<file path="config.mk">
export PLATFORM = sky130hd
export DESIGN_NAME = cardinal_nic_ctrl_flat
export DESIGN_NICKNAME = d
export VERILOG_FILES = /design/src/rtl/cardinal_nic_ctrl_if.sv /design/src/rtl/cardinal_nic_ctrl.sv /design/src/flat_wrapper.sv
export SDC_FILE = /design/constraint.sdc
export NUM_CORES = 1
export LEC_CHECK = 0
export BUFFER_PORTS_ARGS = -buffer_cell sky130_fd_sc_hd__buf_2
export CAP_MARGIN = 20
export CORE_UTILIZATION = 61
export DETAILED_ROUTE_END_ITERATION = 12
export MAX_ROUTING_LAYER = met4
export PLACE_DENSITY = 0.84
export SETUP_SLACK_MARGIN = 0.5
export SLEW_MARGIN = 20
export SYNTH_ARGS = -nofsm -noshare
export SYNTH_HDL_FRONTEND = slang
export SYNTH_SLANG_ARGS = --single-unit
</file>
<file path="constraint.sdc">
create_clock -name clk -period 5.45 [get_ports clk]
set_input_delay 1.09 -clock clk [delete_from_list [all_inputs] [get_ports clk]]
set_output_delay 1.09 -clock clk [all_outputs]
set_load 0.1 [all_outputs]
</file>
<file path="src/rtl/cardinal_nic_ctrl_if.sv">
// rtl/cardinal_nic_ctrl_if.sv - TX/RX packet streams and NIC processor-port bundle
interface cardinal_nic_ctrl_if;
  logic        tx_valid;
  logic        tx_ready;
  logic [63:0] tx_data;
  logic        rx_valid;
  logic        rx_ready;
  logic [63:0] rx_data;
  logic [1:0]  nic_addr;
  logic        nic_en;
  logic        nic_wr_en;
  logic [63:0] nic_d_in;
  logic [63:0] nic_d_out;

  modport master (
    input  tx_valid, tx_data, rx_ready, nic_d_out,
    output tx_ready, rx_valid, rx_data, nic_addr, nic_en, nic_wr_en, nic_d_in
  );

  modport slave (
    output tx_valid, tx_data, rx_ready, nic_d_out,
    input  tx_ready, rx_valid, rx_data, nic_addr, nic_en, nic_wr_en, nic_d_in
  );
endinterface

</file>
<file path="src/rtl/cardinal_nic_ctrl.sv">
// rtl/cardinal_nic_ctrl.sv - autonomous cardinal NIC poller with TX and RX packet FIFOs
module cardinal_nic_ctrl_fifo #(
  parameter int DEPTH = 4,
  parameter int WIDTH = 64
) (
  input  logic                   clk,
  input  logic                   reset,
  input  logic                   push,
  input  logic                   pop,
  input  logic [WIDTH-1:0]       wdata,
  output logic [WIDTH-1:0]       rdata,
  output logic [$clog2(DEPTH):0] count,
  output logic                   full,
  output logic                   empty
);
  localparam int          AW         = $clog2(DEPTH);
  localparam logic [AW:0] FULL_COUNT = (AW+1)'(DEPTH);
  localparam logic [AW:0] CNT_ONE    = (AW+1)'(1);
  localparam logic [AW-1:0] PTR_ONE  = AW'(1);

  logic [WIDTH-1:0] mem [DEPTH];
  logic [AW-1:0]    wr_ptr;
  logic [AW-1:0]    rd_ptr;
  logic             do_push;
  logic             do_pop;

  // full/empty come from the registered count only, so a pop never frees a slot for a same-cycle push
  assign full    = (count == FULL_COUNT);
  assign empty   = (count == '0);
  assign do_push = push && !full;
  assign do_pop  = pop && !empty;
  assign rdata   = mem[rd_ptr];

  always_ff @(posedge clk) begin
    if (do_push) mem[wr_ptr] <= wdata;
  end

  always_ff @(posedge clk) begin
    if (!reset) begin
      wr_ptr <= '0;
      rd_ptr <= '0;
      count  <= '0;
    end else begin
      if (do_push) wr_ptr <= wr_ptr + PTR_ONE;
      if (do_pop)  rd_ptr <= rd_ptr + PTR_ONE;
      case ({do_push, do_pop})
        2'b10:   count <= count + CNT_ONE;
        2'b01:   count <= count - CNT_ONE;
        default: count <= count;
      endcase
    end
  end
endmodule

module cardinal_nic_ctrl #(
  parameter int TX_DEPTH = 4,
  parameter int RX_DEPTH = 4
) (
  input  logic                        clk,
  input  logic                        reset,
  input  logic                        enable,
  cardinal_nic_ctrl_if.master         bus,
  output logic [$clog2(TX_DEPTH):0]   tx_count,
  output logic [$clog2(RX_DEPTH):0]   rx_count,
  output logic [15:0]                 sent_cnt,
  output logic [15:0]                 recv_cnt
);
  localparam logic [1:0] ADDR_IBUF = 2'b00;
  localparam logic [1:0] ADDR_ISTAT = 2'b01;
  localparam logic [1:0] ADDR_OBUF = 2'b10;
  localparam logic [1:0] ADDR_OSTAT = 2'b11;

  typedef enum logic [2:0] {
    IDLE,
    RD_OSTAT,
    CHK_OSTAT,
    WR_OBUF,
    RD_ISTAT,
    CHK_ISTAT,
    RD_IBUF,
    CAP_IBUF
  } state_t;

  state_t      state;
  state_t      state_nxt;
  logic        turn_rx;
  logic        turn_rx_nxt;
  logic        tx_pop;
  logic        rx_push;
  logic        tx_full;
  logic        tx_empty;
  logic        rx_full;
  logic        rx_empty;
  logic [63:0] tx_head;

  cardinal_nic_ctrl_fifo #(.DEPTH(TX_DEPTH), .WIDTH(64)) u_tx_fifo (
    .clk   (clk),
    .reset (reset),
    .push  (bus.tx_valid),
    .pop   (tx_pop),
    .wdata (bus.tx_data),
    .rdata (tx_head),
    .count (tx_count),
    .full  (tx_full),
    .empty (tx_empty)
  );

  cardinal_nic_ctrl_fifo #(.DEPTH(RX_DEPTH), .WIDTH(64)) u_rx_fifo (
    .clk   (clk),
    .reset (reset),
    .push  (rx_push),
    .pop   (bus.rx_ready),
    .wdata (bus.nic_d_out),
    .rdata (bus.rx_data),
    .count (rx_count),
    .full  (rx_full),
    .empty (rx_empty)
  );

  assign bus.tx_ready = !tx_full;
  assign bus.rx_valid = !rx_empty;

  always_ff @(posedge clk) begin
    if (!reset) begin
      state    <= IDLE;
      turn_rx  <= 1'b0;
      sent_cnt <= '0;
      recv_cnt <= '0;
    end else begin
      state   <= state_nxt;
      turn_rx <= turn_rx_nxt;
      if (tx_pop)  sent_cnt <= sent_cnt + 16'd1;
      if (rx_push) recv_cnt <= recv_cnt + 16'd1;
    end
  end

  // NIC port is a pure decode of state; the CHK states sample the read issued one cycle earlier
  always_comb begin
    state_nxt     = state;
    turn_rx_nxt   = turn_rx;
    tx_pop        = 1'b0;
    rx_push       = 1'b0;
    bus.nic_en    = 1'b0;
    bus.nic_wr_en = 1'b0;
    bus.nic_addr  = ADDR_IBUF;
    bus.nic_d_in  = '0;
    case (state)
      IDLE: begin
        if (!enable)                    state_nxt = IDLE;
        else if (!turn_rx && !tx_empty) state_nxt = RD_OSTAT;
        else if (!rx_full)              state_nxt = RD_ISTAT;
        else if (!tx_empty)             state_nxt = RD_OSTAT;
        else                            state_nxt = IDLE;
      end
      RD_OSTAT: begin
        bus.nic_en   = 1'b1;
        bus.nic_addr = ADDR_OSTAT;
        state_nxt    = CHK_OSTAT;
      end
      CHK_OSTAT: begin
        if (bus.nic_d_out[63]) begin
          turn_rx_nxt = 1'b1;
          state_nxt   = IDLE;
        end else begin
          state_nxt   = WR_OBUF;
        end
      end
      WR_OBUF: begin
        bus.nic_en    = 1'b1;
        bus.nic_wr_en = 1'b1;
        bus.nic_addr  = ADDR_OBUF;
        bus.nic_d_in  = tx_head;
        tx_pop        = 1'b1;
        turn_rx_nxt   = 1'b1;
        state_nxt     = IDLE;
      end
      RD_ISTAT: begin
        bus.nic_en   = 1'b1;
        bus.nic_addr = ADDR_ISTAT;
        state_nxt    = CHK_ISTAT;
      end
      CHK_ISTAT: begin
        if (bus.nic_d_out[63]) begin
          state_nxt   = RD_IBUF;
        end else begin
          turn_rx_nxt = 1'b0;
          state_nxt   = IDLE;
        end
      end
      RD_IBUF: begin
        bus.nic_en   = 1'b1;
        bus.nic_addr = ADDR_IBUF;
        state_nxt    = CAP_IBUF;
      end
      CAP_IBUF: begin
        // the slot was reserved at the RD_ISTAT decision; only this FSM pushes RX
        rx_push     = 1'b1;
        turn_rx_nxt = 1'b0;
        state_nxt   = IDLE;
      end
      default: state_nxt = IDLE;
    endcase
  end
endmodule
</file>
<file path="src/flat_wrapper.sv">
// flat-port wrapper written by rule: the top's interface ports become plain ports
module cardinal_nic_ctrl_flat 
#(
  parameter int TX_DEPTH = 4,
  parameter int RX_DEPTH = 4
)
  (clk, reset, enable, tx_count, rx_count, sent_cnt, recv_cnt, bus_tx_valid, bus_tx_data, bus_rx_ready, bus_nic_d_out, bus_tx_ready, bus_rx_valid, bus_rx_data, bus_nic_addr, bus_nic_en, bus_nic_wr_en, bus_nic_d_in);
  cardinal_nic_ctrl_if bus_i ();
  input  logic clk;
  input  logic reset;
  input  logic enable;
  output logic [$clog2(TX_DEPTH):0] tx_count;
  output logic [$clog2(RX_DEPTH):0] rx_count;
  output logic [15:0] sent_cnt;
  output logic [15:0] recv_cnt;
  input wire logic [$bits(bus_i.tx_valid)-1:0] bus_tx_valid;
  input wire logic [$bits(bus_i.tx_data)-1:0] bus_tx_data;
  input wire logic [$bits(bus_i.rx_ready)-1:0] bus_rx_ready;
  input wire logic [$bits(bus_i.nic_d_out)-1:0] bus_nic_d_out;
  output wire logic [$bits(bus_i.tx_ready)-1:0] bus_tx_ready;
  output wire logic [$bits(bus_i.rx_valid)-1:0] bus_rx_valid;
  output wire logic [$bits(bus_i.rx_data)-1:0] bus_rx_data;
  output wire logic [$bits(bus_i.nic_addr)-1:0] bus_nic_addr;
  output wire logic [$bits(bus_i.nic_en)-1:0] bus_nic_en;
  output wire logic [$bits(bus_i.nic_wr_en)-1:0] bus_nic_wr_en;
  output wire logic [$bits(bus_i.nic_d_in)-1:0] bus_nic_d_in;
  assign bus_i.tx_valid = bus_tx_valid;
  assign bus_i.tx_data = bus_tx_data;
  assign bus_i.rx_ready = bus_rx_ready;
  assign bus_i.nic_d_out = bus_nic_d_out;
  assign bus_tx_ready = bus_i.tx_ready;
  assign bus_rx_valid = bus_i.rx_valid;
  assign bus_rx_data = bus_i.rx_data;
  assign bus_nic_addr = bus_i.nic_addr;
  assign bus_nic_en = bus_i.nic_en;
  assign bus_nic_wr_en = bus_i.nic_wr_en;
  assign bus_nic_d_in = bus_i.nic_d_in;
  cardinal_nic_ctrl #(.TX_DEPTH(TX_DEPTH), .RX_DEPTH(RX_DEPTH)) u_core (.clk(clk), .reset(reset), .enable(enable), .bus(bus_i), .tx_count(tx_count), .rx_count(rx_count), .sent_cnt(sent_cnt), .recv_cnt(recv_cnt));
endmodule
</file>
Word level (Yosys, flattened, before mapping)
Memories as Yosys holds them, arrays and structs flattened. A register that Yosys moved wholly into a read port is not among the register bits.
Cells that the tools add are included.
- register bits after elaboration: 50
- RAM bits: 512
- output and inout bits: 172
- logic and storage cells: 81
- memories kept: 2
- add/sub/neg operators: 10
- equality and inequality tests: 15
- mux-type cells: 25
- reductions and logical operators: 19
- memories (name ; depth ; bits a word ; rd ports ; clocked after memory_dff ; wr ports ; RTL line ; source):
    u_core.u_rx_fifo.mem ; 4 ; 64 ; 1 ; 1 ; 1 ; cardinal_nic_ctrl.sv:21 ; logic [WIDTH-1:0] mem [DEPTH];
    u_core.u_tx_fifo.mem ; 4 ; 64 ; 1 ; 1 ; 1 ; cardinal_nic_ctrl.sv:21 ;
- operator list (operator ; count):
    64-bit 2-to-1 mux ; 1
    16-bit by 1-bit adder with 16-bit output, second input constant ; 2
    3-bit one-hot mux with 7 select lines ; 1
    3-bit equality test, second input constant ; 6
    3-bit 2-to-1 mux ; 4
    3-bit one-hot mux with 2 select lines ; 2
    1-bit 2-to-1 mux ; 10
    2-bit 2-to-1 mux ; 5
    3-bit zero test ; 3
    2-bit by 1-bit adder with 2-bit output, second input constant ; 4
    3-bit by 1-bit adder with 3-bit output, second input constant ; 2
    3-bit by 2-bit equality test with 1-bit output, second input constant ; 2
    2-bit one-hot mux with 3 select lines ; 1
    3-bit by 1-bit subtractor with 3-bit output, second input constant ; 2
    1-bit logical AND ; 5
    1-bit zero test ; 5
    2-bit by 1-bit equality test with 1-bit output, second input constant ; 2
    2-bit equality test, second input constant ; 2
    2-bit inequality test, second input constant ; 2
    1-bit one-hot mux with 4 select lines ; 1
    2-bit nonzero test ; 2
    4-bit nonzero test ; 1
    4-bit OR reduction ; 1
    3-bit by 1-bit equality test with 1-bit output, second input constant ; 1
    other kinds (2) ; 2

Depth between registers and ports, before layout
- word-level depth: 6
- depth in mapped cells: 11

Cells and area by module
From an unflattened synthesis, not the netlist that was laid out.
- cells, all modules: 1047
- area total of the unflattened synthesis: 21754.6 µm²
- by module, submodules not included (module ; times used ; cells an instance ; area an instance (µm²)):
    cardinal_nic_ctrl_fifo ; 2 ; 388 ; 9806.9
    cardinal_nic_ctrl ; 1 ; 271 ; 2140.8

Least setup slack after synthesis
OpenSTA, ideal clock, no wires.
- path kind: register -> register
- start: register u_core.u_tx_fifo.count[0]
- end: memory u_core.u_tx_fifo.mem[0][0] (enable)
- setup time: 0.429 ns
- arrival time: 3.562 ns
- required time: 5.021 ns
- slack: 1.459 ns
- stages on the path, launching flop included: 3
- path through: dfxtp_1 > or3b_1 > and3_1
- cells in the longest elaborated chain, start to end: 5
- RTL lines (item ; RTL line ; source):
    from (decl) ; cardinal_nic_ctrl.sv:12 ; output logic [$clog2(DEPTH):0] count,
    from (signal assigned) ; cardinal_nic_ctrl.sv:47 ; 2'b10: count <= count + CNT_ONE;
    from (signal assigned) ; cardinal_nic_ctrl.sv:48 ; 2'b01: count <= count - CNT_ONE;
    from (signal assigned) ; cardinal_nic_ctrl.sv:49 ; default: count <= count;
    3-bit equality test ; cardinal_nic_ctrl.sv:28 ; assign full = (count == FULL_COUNT);
    1-bit zero test ; n/a ;
    net bus_tx_ready ; flat_wrapper.sv:20 ; output wire logic [$bits(bus_i.tx_ready)-1:0] bus_tx_ready;
    1-bit logical AND ; cardinal_nic_ctrl.sv:30 ; assign do_push = push && !full;
    1-bit 2-to-1 mux ; cardinal_nic_ctrl.sv:35 ; if (do_push) mem[wr_ptr] <= wdata;
    1-bit 2-to-1 mux (not written as such) ; cardinal_nic_ctrl.sv:35 ;
    to (decl) ; cardinal_nic_ctrl.sv:21 ;
The timed path passes the listed nets, and every way through them passes these cells.

Final worst setup path
- start: register u_core.state[0]
- end: output bus_nic_d_in[5]
- cells in the longest elaborated chain, start to end: 2
- RTL lines (item ; RTL line ; source):
    from (decl) ; cardinal_nic_ctrl.sv:84 ; state_t state;
    from (signal assigned) ; cardinal_nic_ctrl.sv:130 ; state <= state_nxt;
    3-bit by 2-bit equality test with 1-bit output ; cardinal_nic_ctrl.sv:147 ; case (state)
    64-bit 2-to-1 mux ; cardinal_nic_ctrl.sv:147 ;
    to (decl) ; flat_wrapper.sv:26 ; output wire logic [$bits(bus_i.nic_d_in)-1:0] bus_nic_d_in;
Every way passes these cells.

==> summary.txt <==
Routing
  • Initial DRC count: 815
  • Vias/cell: 5.82
  • Via count: 11000
  • DR WL/cell: 23.1 um
  • DR WL met3: 4070 um
  • DR pass1 iterations: 5
  • Routed Antenna Nets: 0
  • Total length of routed met2 wires: 22600 um
  • # DRC: 0
  • Met1 wire length: 16200 um
  • DR top layer: met4
  • Drt total wl: 43600 um

Timing
  • Slew Viols, Final: 0
  • Crit path time final: 4.06 ns
  • Slew headroom: 36.1%
  • RSZ-0062 raised after global routing: no
  • Worst-Margin Slew: 0.959 ns
  • Fin. Hold Viols: 0
  • Slack of the critical path: about 1.4 ns
  • Crit share post-route: about three quarters
  • Setup TNS: 0 ns
  • F_max: between 200 and 250 MHz
  • Setup violations, final: 0
  • Max Clock Skew: 0.0105 ns

Synthesis
  • Yosys top cell area share: roughly 72%
  • Post-Synth XOR/XNOR Area: about 1.2%
  • Mapped Area: 21400 um2
  • Synth Instances: 1037
  • Syn nets: 1184
  • Syn Area/Cell: 20.6 um2
  • Mux cell area share after synthesis: 13.7%
  • Largest cells by area after synthesis: edfxtp_1 (72%), mux4_2 (13%), dfxtp_1 (5.1%), and2_1 (2.0%), ha_1 (0.70%)
  • Cell taking the most area after synthesis: edfxtp_1
  • Synth warnings: 0
  • Synth Area in Simple Gates: 4.91%
  • Synth Area in Compound Gates: 0.953%
  • Flops & latches, synth: 566
  • Post-synth EDFFs: 512
  • Yosys cell types: 40
  • Post-synthesis adder-cell area fraction: 0.889%
  • Sequential area share after synthesis: between 70% and 80%
  • Most used DFF post-synth: edfxtp_1
  • Largest family of logic cells by synthesized area: multiplexers
  • FFs w/ async S/R, synth: 0%

CTS
  • Post-CTS Hold Buffers: 0
  • Clk Latency, worst-skew pair: 0.58 ns
  • Post-CTS Setup Inserts: 0
  • CTS sink cnt: 566
  • CTS Root Cell: clkbuf_16
  • H-Tree Depth: 2
  • TritonCTS clock tree: done
  • Clk slew on worst S/H paths: 0.06 ns
  • CTS Buf Count: 54
  • Clock buffer depth: 3
  • PostCTS Resize Cnt: 0

Floorplanning
  • Die Footprint: 35800 um2
  • Die X: 189 um
  • Core area: 34500 um2
  • Starting density of the core: between 60% and 70%
  • Die H: 189 um
  • IO Pins: 305
  • Rows: slightly below 70

GRT
  • Tot GR Track Use: 25.6%
  • First-pass GRT wire length: 65800 um
  • Largest net degree at the start of global routing: 65
  • GRT overflow: 0
  • Antenna violations before repair: 20
  • Vias in the first global route: 11400

Job
  • Max-cap violation count: 0

Placed design
  • Place WS: 1.97 ns
  • Port bufs: 304
  • Dpl hpwl: 26600 um
  • Final estimated routing congestion in global placement: 0.798

Critical path
  • Crit-path max FO: 49
  • Crit path kind: reg2out
  • CP startpoint kind: register
  • Setup crit end kind: output pin
  • WP data arrival: 2.97 ns
  • CP required: 4.36 ns

Outcome
  • Status: finished clean

Finish
  • Layout cells sized above 1: 38.6%
  • Final nets: between 1500 and 2000
  • Layout area overhead: 18.0%

Power
  • Leakage power: between 0.008 and 0.009 uW
  • Max VDD drop: around 0.45 mV
  • Power Density: 357 nW/um2

Hold path
  • Hold Crit Class: reg2reg
[final timing paths]
check                           slack [ns]                        startpoint                                    end  cells after the start
worst max-delay path                  1.39        u_core.state[0]$_SDFF_PN0_                        bus_nic_d_in[5]                      5
worst min-delay path                  0.48  u_core.sent_cnt[15]$_SDFFE_PN0N_       u_core.sent_cnt[15]$_SDFFE_PN0N_                      2
worst max register to register        2.14        u_core.state[0]$_SDFF_PN0_  u_core.u_rx_fifo.mem[0][57]$_DFFE_PP_                      4
worst min register to register        0.48  u_core.sent_cnt[15]$_SDFFE_PN0N_       u_core.sent_cnt[15]$_SDFFE_PN0N_                      2
[synth_stat cells (all sizes together), types with 6 or more instances]
cell type / count
ha: 12
nand4: 7
and2: 69
nor3: 6
a21oi: 22
nand2: 22
or3: 7
nand3: 11
nor2: 39
dfxtp: 54
inv: 20
and3: 8
xor2: 13
clkbuf: 25
edfxtp: 512
mux4: 128
o21ai: 8
buf: 21
xnor2: 17
[cells by family after synthesis]
group                    count (synthesis)
buffers and inverters                   67
AO/OA/AOI/OAI                           37
adder cells (fa/ha/maj)                 14
flip-flops                             566
XOR/XNOR                                30
AND/OR/NAND/NOR                        190
multiplexers                           133
[worst max-delay path: stages, from the launching register on]
cell and delay, ns:
dfxtp_1 0.53, nand3b_4 0.17, inv_2 0.62, buf_4 0.40
and2_1 0.21, buf_2 0.44
[sequential cells by signal (all words and copies together) (netlist names), named ones only]
name and cells:
u_core.u_tx_fifo.rd_ptr 2, u_core.u_rx_fifo.rd_ptr 2, u_core.u_rx_fifo.mem 256, u_core.u_tx_fifo.wr_ptr 2, u_core.u_rx_fifo.count 3, u_core.sent_cnt 16
u_core.recv_cnt 16, u_core.turn_rx 1, u_core.u_rx_fifo.wr_ptr 2, u_core.u_tx_fifo.count 3, u_core.u_tx_fifo.mem 256, u_core.state 3
[layout by cell type, fill, tap and decap left out, types with 2 or more instances in the layout]
master / instances
edfxtp_1: 512
buf_2: 304
mux4_2: 128
and2_1: 65
clkbuf_16: 57
dfxtp_1: 50
nor2_1: 39
a21oi_1: 22
nand2_1: 22
diode_2: 21
inv_1: 20
xnor2_1: 17
buf_4: 16
xor2_1: 13
clkinv_1: 13
ha_1: 12
nand3_1: 11
o21ai_0: 8
clkinv_2: 8
or3_1: 7
clkbuf_8: 7
nor3_1: 6
nand4_1: 6
clkbuf_1: 6
and3_2: 5
nand2b_1: 5
nor4_1: 5
mux2i_1: 5
and2_2: 4
and3_1: 3
o31ai_1: 3
or4_1: 3
dfxtp_4: 3
bufinv_16: 3
nor3b_1: 2
o211ai_1: 2
fa_1: 2
clkinvlp_4: 2
clkinv_4: 2
[per-layer routing]
metal	vias to the layer above	global-route usage, %
met1	5623	30.4
met4	0	7.54
met3	49	7.99
met2	472	42.2
met5	-	-
li1	4846	-
[power by group]
part | leakage [uW] | switching, uW | total [uW] | internal [uW]
logic | 0.00280 | 323 | 449 | 126
registers | 0.00509 | 40.0 | 4880 | 4840
clock network | 0.000873 | 1540 | 3680 | 2140
total | 0.00876 | 1900 | 9000 | 7100
[stage by stage]
step	instance area, um2	power [uW]	hold slack, ns	utilization, %	instances
4_1_cts	25200	9070	0.480	72.9	1866
3_5_place_dp	23400	5420	0.467	67.8	1766
5_1_grt	25200	9260	0.502	73.1	1886
6_report	25200	9000	0.480	73.1	1887
3_3_place_gp	23400	5390	0.449	67.8	1766
2_1_floorplan	21400	5260	0.469	-	1037
[layout make-up]
class	instances	area, um2
multi-input combinational	404	4650
sequential	566	16500
tap	455	569
clock buffer	70	1550
timing repair buffer	320	1640
antenna	21	52.6
fill	2026	9310
clock inverter	30	231
inverter	21	78.8
No activity file was read; power rests on OpenSTA's default activity.
